[src/rtl/gelato_warp_dispatch.sv]
`default_nettype none
// ----------------------------------------------------------------------------
// gelato_warp_dispatch: round-robin dispatch of per-warp queue heads into one
// registered output stage. Optional: GELATO_DISPATCH_STATS_EN (accept counter).
// Rev 1.0
// ----------------------------------------------------------------------------
module gelato_warp_dispatch #(
  parameter int NUM_WARPS = 4,
  parameter int DATA_W    = 32
) (
  input  logic                          clk,
  input  logic                          rst_n,
  input  logic [NUM_WARPS-1:0]          in_valid,
  input  logic [NUM_WARPS*DATA_W-1:0]   in_data,
  output logic [NUM_WARPS-1:0]          in_ready,
  input  logic [NUM_WARPS-1:0]          warp_stall,
  input  logic                          flush,
  output logic                          out_valid,
  output logic [DATA_W-1:0]             out_data,
  output logic [$clog2(NUM_WARPS)-1:0]  out_warp_id,
  input  logic                          out_ready,
  output logic [31:0]                   dispatch_count
);

  localparam int WID_W = $clog2(NUM_WARPS);

  logic [WID_W-1:0]     rr_ptr;
  logic [NUM_WARPS-1:0] eligible;
  logic [NUM_WARPS-1:0] grant;
  logic                 found;
  logic [WID_W-1:0]     scan_idx;
  logic [WID_W-1:0]     sel_idx;
  logic [DATA_W-1:0]    sel_data;
  logic                 load_en;
  logic                 take;

  assign eligible = in_valid & ~warp_stall;
  assign load_en  = !flush && (!out_valid || out_ready);
  assign take     = load_en && found;

  // NUM_WARPS is a power of two, so WID_W-bit addition wraps modulo NUM_WARPS.
  always_comb begin
    found    = 1'b0;
    scan_idx = '0;
    sel_idx  = '0;
    sel_data = '0;
    grant    = '0;
    for (int i = 0; i < NUM_WARPS; i++) begin
      scan_idx = rr_ptr + WID_W'(i);
      if (!found && eligible[scan_idx]) begin
        found   = 1'b1;
        sel_idx = scan_idx;
      end
    end
    for (int k = 0; k < NUM_WARPS; k++) begin
      if (found && (sel_idx == WID_W'(k))) begin
        grant[k] = 1'b1;
        sel_data = in_data[k*DATA_W +: DATA_W];
      end
    end
  end

  assign in_ready = {NUM_WARPS{rst_n && load_en}} & grant;

  always_ff @(posedge clk or negedge rst_n) begin
    if (!rst_n) begin
      out_valid   <= 1'b0;
      out_data    <= '0;
      out_warp_id <= '0;
      rr_ptr      <= '0;
    end else if (take) begin
      out_valid   <= 1'b1;
      out_data    <= sel_data;
      out_warp_id <= sel_idx;
      rr_ptr      <= sel_idx + WID_W'(1);
    end else if (flush || out_ready) begin
      out_valid   <= 1'b0;
    end
  end

`ifdef GELATO_DISPATCH_STATS_EN
  logic [31:0] accept_count;

  always_ff @(posedge clk or negedge rst_n) begin
    if (!rst_n) begin
      accept_count <= '0;
    end else if (out_valid && out_ready && !flush) begin
      accept_count <= accept_count + 32'd1;
    end
  end

  assign dispatch_count = accept_count;
`else
  assign dispatch_count = '0;
`endif

endmodule
`default_nettype wire

[config.mk]
export PLATFORM = sky130hd
export DESIGN_NAME = gelato_warp_dispatch
export DESIGN_NICKNAME = d
export VERILOG_FILES = /design/src/rtl/gelato_warp_dispatch.sv
export SDC_FILE = /design/constraint.sdc
export NUM_CORES = 1
export LEC_CHECK = 0
export ABC_CLOCK_PERIOD_IN_PS = 4000
export CAP_MARGIN = 20
export CORE_ASPECT_RATIO = 0.75
export CORE_UTILIZATION = 39
export CTS_CLUSTER_DIAMETER = 120
export DETAILED_ROUTE_END_ITERATION = 10
export GPL_TIMING_DRIVEN = 1
export PLACE_DENSITY = 0.87
export SYNTH_ARGS = -nofsm -noshare
export SYNTH_HDL_FRONTEND = slang
export SYNTH_SLANG_ARGS = --single-unit
export TNS_END_PERCENT = 100
[constraint.sdc]
create_clock -name clk -period 4 [get_ports clk]
set_input_delay 0.8 -clock clk [delete_from_list [all_inputs] [get_ports clk]]
set_output_delay 0.8 -clock clk [all_outputs]
set_load 0.02 [all_outputs]
==> impl_results.md <==
- Status: finished, final reports clean
- Post-Synth XOR/XNOR Area: 0
- Initial antenna violation count: 0
- RSZ-0062 raised after global routing: false
- Post-synth EDFFs: 0
- Netlist cell types: 29
- Final WL: 9740 um
- Primary FF master, synth: dfrtp_1
- Setup crit end kind: primary output
- Fin. Hold Viols: 0
- Placed Cells: around 600
- Root buf cell: clkbuf_8
- Leakage: ~2.3 nW
- Setup Skew: around 0.011 ns
- Total of max-cap violations: 0
- DRT Pass-1 Iters: 4
- Synth area leaders: dfrtp_1 30%, mux2_4 16%, a21oi_1 10%, a22o_1 8.9%, buf_4 7.7%
- Vias: 3121
- Crit-path max FO: 4
- Largest area contributor in the netlist: dfrtp_1
- Register area share after synthesis: 0.295
- Gr ovfl total: 0
- Vias per cell: about 5.0
- Ratio of cells with drive above 1 in the final layout: 0.117
- Post CTS Setup Buffer Count: 0
- Starting DRT DRC Count: around 150
- IO buf count: about 180
- Core Box Area: ~7600 sq um
- Synthesis Warnings: 0
- CP Class: input pin to primary output
- Deepest clock path buffer count: 2
- Final setup viols: 0
- Mapped Cells: between 300 and 400
- Cell Area, Synth: roughly 3100 sq um
- Startpoint Class: input pin
- Worst Hold Class: input pin to async pin
- Die Height: 79.7 um
- Cell Pwr Density: 520 nW/um^2
- Top-area cell type share of the netlist area: 0.295
- Main combinational cell family by area after synthesis: compound AO/OA/AOI/OAI gates
- Vias in the first global route: ~3.0k
- DRC Markers: 0
- Fin nets: 665
- Peak Freq: approximately 0.26 GHz
- Flop and latch count out of synthesis: 37
- Die width: roughly 110 um
- CTS tree: done
- Syn Area/Cell: 8.73 sq um
- Hold_buf cts: 0
- Final critical-path required period: 3.90 ns
- Total chip power: 0.00254 W
- Core Rows: 27
- Commonest cells after routing, fill and taps aside: 175 x clkdlybuf4s50_1, 65 x a21oi_1, 37 x inv_1, 37 x dfrtp_1, 34 x mux2_4
- Die ar.: about 8400 sq um
- Global-route wire length before repair: 14800 um
- Post-synth ARST share: 1.00
- Non-filler instance count after layout: ~620
- Post-Synth Adder-Cell Area: 0.0160
- Wire length per cell: between 15 and 20 um
- H-tree depth: 2
- Slew Viols, Final: 0
- Mux cell area share after synthesis: 0.163
- Post-DRT Antenna Nets: 0
- Max-slew headroom: 0.541
- Worst Path Arrival: 3.10 ns
- Starting Density: 0.414
- Sink Count: 37
- Pin count of the biggest net entering global routing: between 60 and 70
- Final setup TNS: 0 ns
- I/O pins: about 210
- Tcrit/Tclk final: 0.976
- Fraction of the mapped netlist area in compound gates: 0.263
- VDD IR max: 0.365 mV
- Fin Hold WS: ~0.42 ns
- Simple-Gate Fraction of Synth Area: 0.0838
- Util after Layout: 0.647
- Clock Latency Late Sink: approximately 0.29 ns
- Inserted Diodes: 0
- Area grow syn2layout: 56.1%
- Routability Congestion: between 0.8 and 0.9
- TritonCTS Buffers: 5
- Hpwl dp: between 6000 and 7000 um
- Fillers: about 630
- Total GRT Usage: 0.224
- Commonest non-fill, non-tap cell in the layout: clkdlybuf4s50_1
- Clk slew on worst S/H paths: around 0.07 ns
- Critical path required time: 3.20 ns
- Worst-Margin Slew: ~0.69 ns
[Yosys cell counts, types with 3 or more instances]
master / n
ha_1: 4
dfrtp_1: 37
buf_2: 10
mux2_4: 34
a22o_1: 32
nand2b_1: 3
buf_4: 32
and3_1: 4
buf_12: 3
o21ai_0: 33
a21oi_1: 65
clkbuf_1: 11
buf_1: 4
inv_1: 37
nand2_1: 32
[report_power, final]
group / total, W / internal [W] / switching (W) / leakage, nW
Clock: 0.000259 / 0.000120 / 0.000139 / 0.0439
Combinational: 0.00163 / 0.000867 / 0.000765 / 1.76
Sequential: 0.000653 / 0.000547 / 0.000106 / 0.453
Total: 0.00254 / 0.00153 / 0.00101 / 2.26
[metal layers]
layer	routed length, um	track usage	vias up	share of wire
li1	-	-	1498	-
met1	4120	0.280	1457	0.42
met4	107	0.0500	0	0.011
met2	4640	0.392	156	0.48
met5	0	0	-	0
met3	872	0.0539	10	0.090
[final timing paths]
| path | startpoint | endpoint | slack (ns) | cells after the start |
|---|---|---|---|---|
| hold reg to reg | out_data[12]$_DFFE_PN0P_ | out_data[12]$_DFFE_PN0P_ | 0.51 | 1 |
| hold / removal | rst_n | out_data[27]$_DFFE_PN0P_ | 0.42 | 1 |
| min in group clk | out_data[12]$_DFFE_PN0P_ | out_data[12]$_DFFE_PN0P_ | 0.51 | 1 |
| max in group asynchronous | rst_n | out_data[9]$_DFFE_PN0P_ | 2.90 | 2 |
| setup reg to reg | rr_ptr[0]$_DFFE_PN0P_ | out_data[13]$_DFFE_PN0P_ | 1.33 | 8 |
| setup / recovery | in_valid[0] | in_ready[0] | 0.1 | 8 |
[through the flow]
step                      instance area (sq um)  setup slack [ns]
after floorplan                            3250             0.758
after global placement                     4800             0.153
after detailed placement                   4800            0.0852
after CTS                                  4880            0.0761
after global routing                       4890           0.00786
final                                      4890            0.0958
[registers in the layout, indices dropped and copies added, names as in the netlist]
signal       flops
out_data        32
out_valid        1
out_warp_id      2
rr_ptr           2
[cells by family after synthesis]
logic type	after synthesis
adders and majority gates	4
buffers and inverters	98
and+or+nand+nor	48
AOI/OAI and AO/OA	137
DFF	37
muxes	34
other	1
[worst max-delay path, cell delays in order]
cell	delay, ns
clkdlybuf4s50_1	0.41
nor2b_2	0.19
a2111oi_0	0.46
o31a_2	0.26
inv_1	0.08
ha_1	0.22
and3_1	0.15
clkdlybuf4s50_1	0.54
[cell type report]
cell class                 instances  area, sq um  share of cell area
clock buffer                       5         68.8              0.0141
clock inverter                     3         17.5             0.00358
inverter                          37          139              0.0284
multi-input combinational        255         1780               0.364
sequential                        37          926               0.189
tap                              101          126              0.0258
timing repair buffer             185         1830               0.375
[what timing repair did]
action,in CTS,in global routing
resized for setup,0,3
endpoints found under the setup margin,0,4
hold endpoints to repair,0,0
Note: power is estimated with default switching activity, not from simulation.
==> edit 1 (same flow settings) <==
Build with the macro `GELATO_DISPATCH_STATS_EN` defined.
--- a/src/rtl/gelato_warp_dispatch.sv
+++ b/src/rtl/gelato_warp_dispatch.sv
@@ -6,2 +6,4 @@
 // ----------------------------------------------------------------------------
+`define GELATO_DISPATCH_STATS_EN
+
 module gelato_warp_dispatch #(
Check against the original RTL: not equivalent (Yosys sat finds a counterexample within 4 cycles, from zero or initial values and one cycle with rst_n low).
==> edit 1 against the original RTL <==
- synthesized cell count up 9.5%
- core utilization up 2.0 points
- design area up 34%
- sequential share of layout area up 7.4 points
- synthesized area up 28%
- combinational power down 17%
- worst setup slack better by 0.082 ns
- wire length up 35%
- total power up 22%
- sequential cell count up 32
- largest power group unchanged
==> edit 1: results <==
set metrics [dict create \
    crit_fanout 5 \
    synth.area.top_cells "dfrtp_1 (43%), mux2_2 (9.2%), a221oi_1 (6.7%)" \
    ys_top_cells_by_count "dfrtp_1 (69), nand2_1 (41), nor2b_1 (36), mux2_2 (33)" \
    status "completed" \
    dp_hpwl_um 9896 \
    synth_area_per_cell_um2 10.25 \
    synth_warnings 0 \
    cts-htree-levels 3 \
    worst_pin_slew_ns 0.6968 \
    drive_above_1_share_pct 12.11 \
    routedWlPerCell_um 17.88 \
    instances_no_fill 735 \
    yosysUniqueCellTypes 44 \
    drtIter0Drc 187 \
    clkLatencyLatePin_ns 0.33 \
    vias_per_cell 5.457 \
    fillCellCount 782 \
    r2r-end "out_data[27]" \
    portBuffers 210 \
    cts-hold-fix-buffers 0 \
    cp_top_family "buffers and inverters" \
    p_leak_nw 2.620 \
    power_switching_w 0.001065 \
    rr_startpoint "rr_ptr[1]" \
    grt_pass1_wl_um 21170 \
    reg2reg_slack_ns 1.11 \
    dpl.cell_count 718 \
    clock_skew_ns 0.009428 \
    crit_arrival_ns 3.02 \
    clockRootBuffer "clkbuf_16" \
    place.gp.congestion 0.8507 \
    grt_pass1_vias 4287 \
    seq_area_frac_synth_pct 42.88 \
]
[edit 1: changes by cell type after synthesis, moves of 31 or more]
cell,change
a21oi_1,-61
a221oi_1,+31
a22o_1,-31
buf_4,-31
dfrtp_1,+32
mux2_2,+33
mux2_4,-34
nor2b_1,+35
o21ai_0,-31
o31ai_1,+31
[edit 1: worst register-to-register path, cell delays in order, from the launching register on]
cell,delay (ns)
dfrtp_1,0.45
nor4b_1,0.38
a31oi_1,0.09
and3_1,0.25
inv_1,0.11
ha_1,0.20
nor2b_2,0.48
buf_16,0.23
a221oi_1,0.11
o31ai_1,0.32
mux2_2,0.21
[edit 1: routing by layer]
metal	share of wire [%]	track usage [%]	up-vias
met2	51	46.17	169
met5	0	0	-
li1	-	-	1851
met4	1.4	6.563	0
met3	6.7	6.345	16
met1	41	28.62	1975
[edit 1: metrics by stage]
| stage | setup WS, ns | total power (W) | hold WS (ns) |
|---|---|---|---|
| after floorplan | 0.8426 | 0.001689 | 0.5044 |
| after global placement | 0.06250 | 0.002316 | 0.4631 |
| after detailed placement | 0.1695 | 0.002377 | 0.4710 |
| after CTS | 0.1610 | 0.003121 | 0.3317 |
| after global routing | 0.01442 | 0.003253 | 0.3359 |
| final | 0.1778 | 0.003092 | 0.3368 |
[edit 1: worst max-delay path by stage]
stage / from / to / slack, ns / cells after the start
final: in_valid[2] / in_ready[0] / 0.18 / 8
after global routing: in_valid[2] / in_ready[0] / 0.01 / 8
after CTS: in_valid[2] / in_ready[0] / 0.16 / 8
after detailed placement: in_valid[2] / in_ready[0] / 0.17 / 8
after global placement: in_valid[2] / out_data[27] / 0.06 / 10
after floorplan: in_valid[0] / in_ready[2] / 0.84 / 8
[edit 1: final cells by class]
cell class	instances	area (µm²)	area share, %
multi-input cells	288	2165	32.97
clock buffers	10	229.0	3.488
flip-flops and latches	69	1727	26.30
repair buffers	220	2195	33.43
inverters	10	37.54	0.5718
clock inverters	6	47.55	0.7242
well taps	132	165.2	2.516
[edit 1: kinds of logic (layout without fill, tap and decap cells)]
kind of cell | after synthesis | count (layout) | synth area share [%]
and+or+nand+nor | 143 | 143 | 20.79
muxes | 37 | 37 | 10.32
adders and majority gates | 5 | 5 | 1.554
AOI/OAI and AO/OA | 73 | 73 | 14.23
buffers and inverters | 36 | 246 | 3.698
DFF | 69 | 69 | 42.88
xor gates and xnor gates | 30 | 30 | 6.526
[edit 1: power groups by stage]
stage | Combinational (W) | Clock [W] | Sequential (W)
final | 0.00135 | 0.000730 | 0.00101
after global routing | 0.00143 | 0.000788 | 0.00103
after CTS | 0.00136 | 0.000750 | 0.00101
after detailed placement | 0.00136 | 0 | 0.00102
after global placement | 0.00131 | 0 | 0.00101
after floorplan | 0.000467 | 0 | 0.00122
==> edit 2 (same flow settings) <==
Made on the original files. `NUM_WARPS`: 4 -> 2.
--- a/src/rtl/gelato_warp_dispatch.sv
+++ b/src/rtl/gelato_warp_dispatch.sv
@@ -7,3 +7,3 @@
 module gelato_warp_dispatch #(
-  parameter int NUM_WARPS = 4,
+  parameter int NUM_WARPS = 2,
   parameter int DATA_W    = 32
Ports: changed (5 resized); port bits go from 211 to 140. No check against the original RTL was run, so the function may have changed too.
==> edit 2 against the original RTL <==
- sequential cell count decreased by 2
- worst setup slack gained 0.48 ns
- total power decreased by 53%
- global-route usage down 3.3 points
- critical path type unchanged
- design area fell by 40%
- wire length shrank 51%
- critical endpoint unchanged
- clock skew shrank 0.0084 ns
- sequential power down 30%
- synthesized area fell by 41%
- critical path depth shrank 3
- non-clock buffer count is 74 lower
- clock power rose by 6%
==> edit 2: results <==
set metrics [dict create \
    grt.met1_usage_pct 19.78 \
    gr-total-overflow 0 \
    grt_pass1_vias 1609 \
    grt_pass1_wl_um 7072 \
    seq_area_frac_synth_pct 47.07 \
    crit_arrival_ns 2.62 \
    final_nets 403 \
    synth.area.top_cells "dfrtp_1 (47%), nand2_1 (13%), buf_4 (13%)" \
    drive_above_1_share_pct 4.217 \
    status "completed" \
    p_leak_nw 1.264 \
    portBuffers 107 \
    use_met3_pct 8.321 \
    hold_path_class "flip-flop to flip-flop" \
    wl_met1_um 1827 \
    antenna_found_initial 0 \
    ys_top_cells_by_count "nand2_1 (66), nor2_1 (36), dfrtp_1 (35), a31oi_1 (32), buf_4 (32)" \
    track_usage_pct 19.05 \
    place.gp.congestion 0.7166 \
    irDropWorstVdd_mv 0.2313 \
    yosysUniqueCellTypes 16 \
    wl_um 4786 \
    grt_max_degree 68 \
    maxSlewHeadroom_pct 59.38 \
    wl_met2_um 2299 \
    syn_inst 228 \
    dp_hpwl_um 3468 \
    drtIter0Drc 52 \
    wl_met3_um 603 \
    clock_skew_ns 0.002154 \
    internal_power_w 0.0008083 \
    vias_per_cell 4.697 \
]
## edit 2: path summary, 6_finish.rpt
path	endpoint	start	cells after the start	slack, ns
max in group asynchronous	out_data[6]	rst_n	2	3.10
hold / removal	out_warp_id	out_warp_id	1	0.50
setup reg to reg	out_warp_id	out_valid	4	2.20
hold reg to reg	out_warp_id	out_warp_id	1	0.50
min in group asynchronous	out_data[20]	rst_n	2	0.59
setup / recovery	in_ready[0]	in_valid[0]	5	0.58
## edit 2: area by class of cell
cell class,count,area [µm²]
Clock buffer,8,100.1
Tap cell,57,71.32
Multi-Input combinational cell,178,802.0
Fill cell,416,1574
Sequential cell,35,875.8
Timing Repair Buffer,111,1096
## edit 2: per-stage QoR
step | area [µm²] | util (%) | hold WS (ns) | instances | setup WS (ns)
floorplan | 1977 | - | 0.4883 | 259 | 1.259
global placement | 2845 | 62.96 | 0.4741 | 381 | 0.6344
detailed placement | 2845 | 62.96 | 0.4835 | 381 | 0.5651
CTS | 2945 | 65.17 | 0.5036 | 389 | 0.5656
global route | 2945 | 65.17 | 0.5395 | 389 | 0.5238
finish | 2945 | 65.17 | 0.4966 | 389 | 0.5782
## edit 2: kinds of logic (layout without fill, tap and decap cells)
group	Yosys count	count (layout)	synth area share (%)
simple gates	111	111	23.94
buf+inv	46	119	16.48
flops	35	35	47.07
compound gates	34	34	11.70
other cells	1	32	0.2016
mux	1	1	0.6052
## edit 2: power groups by stage
stage	Combinational [W]	Sequential (W)	Clock (W)
finish	0.000460	0.000460	0.000275
global route	0.000498	0.000468	0.000299
CTS	0.000464	0.000460	0.000285
detailed placement	0.000462	0.000467	0
global placement	0.000456	0.000463	0
floorplan	0.000156	0.000553	0
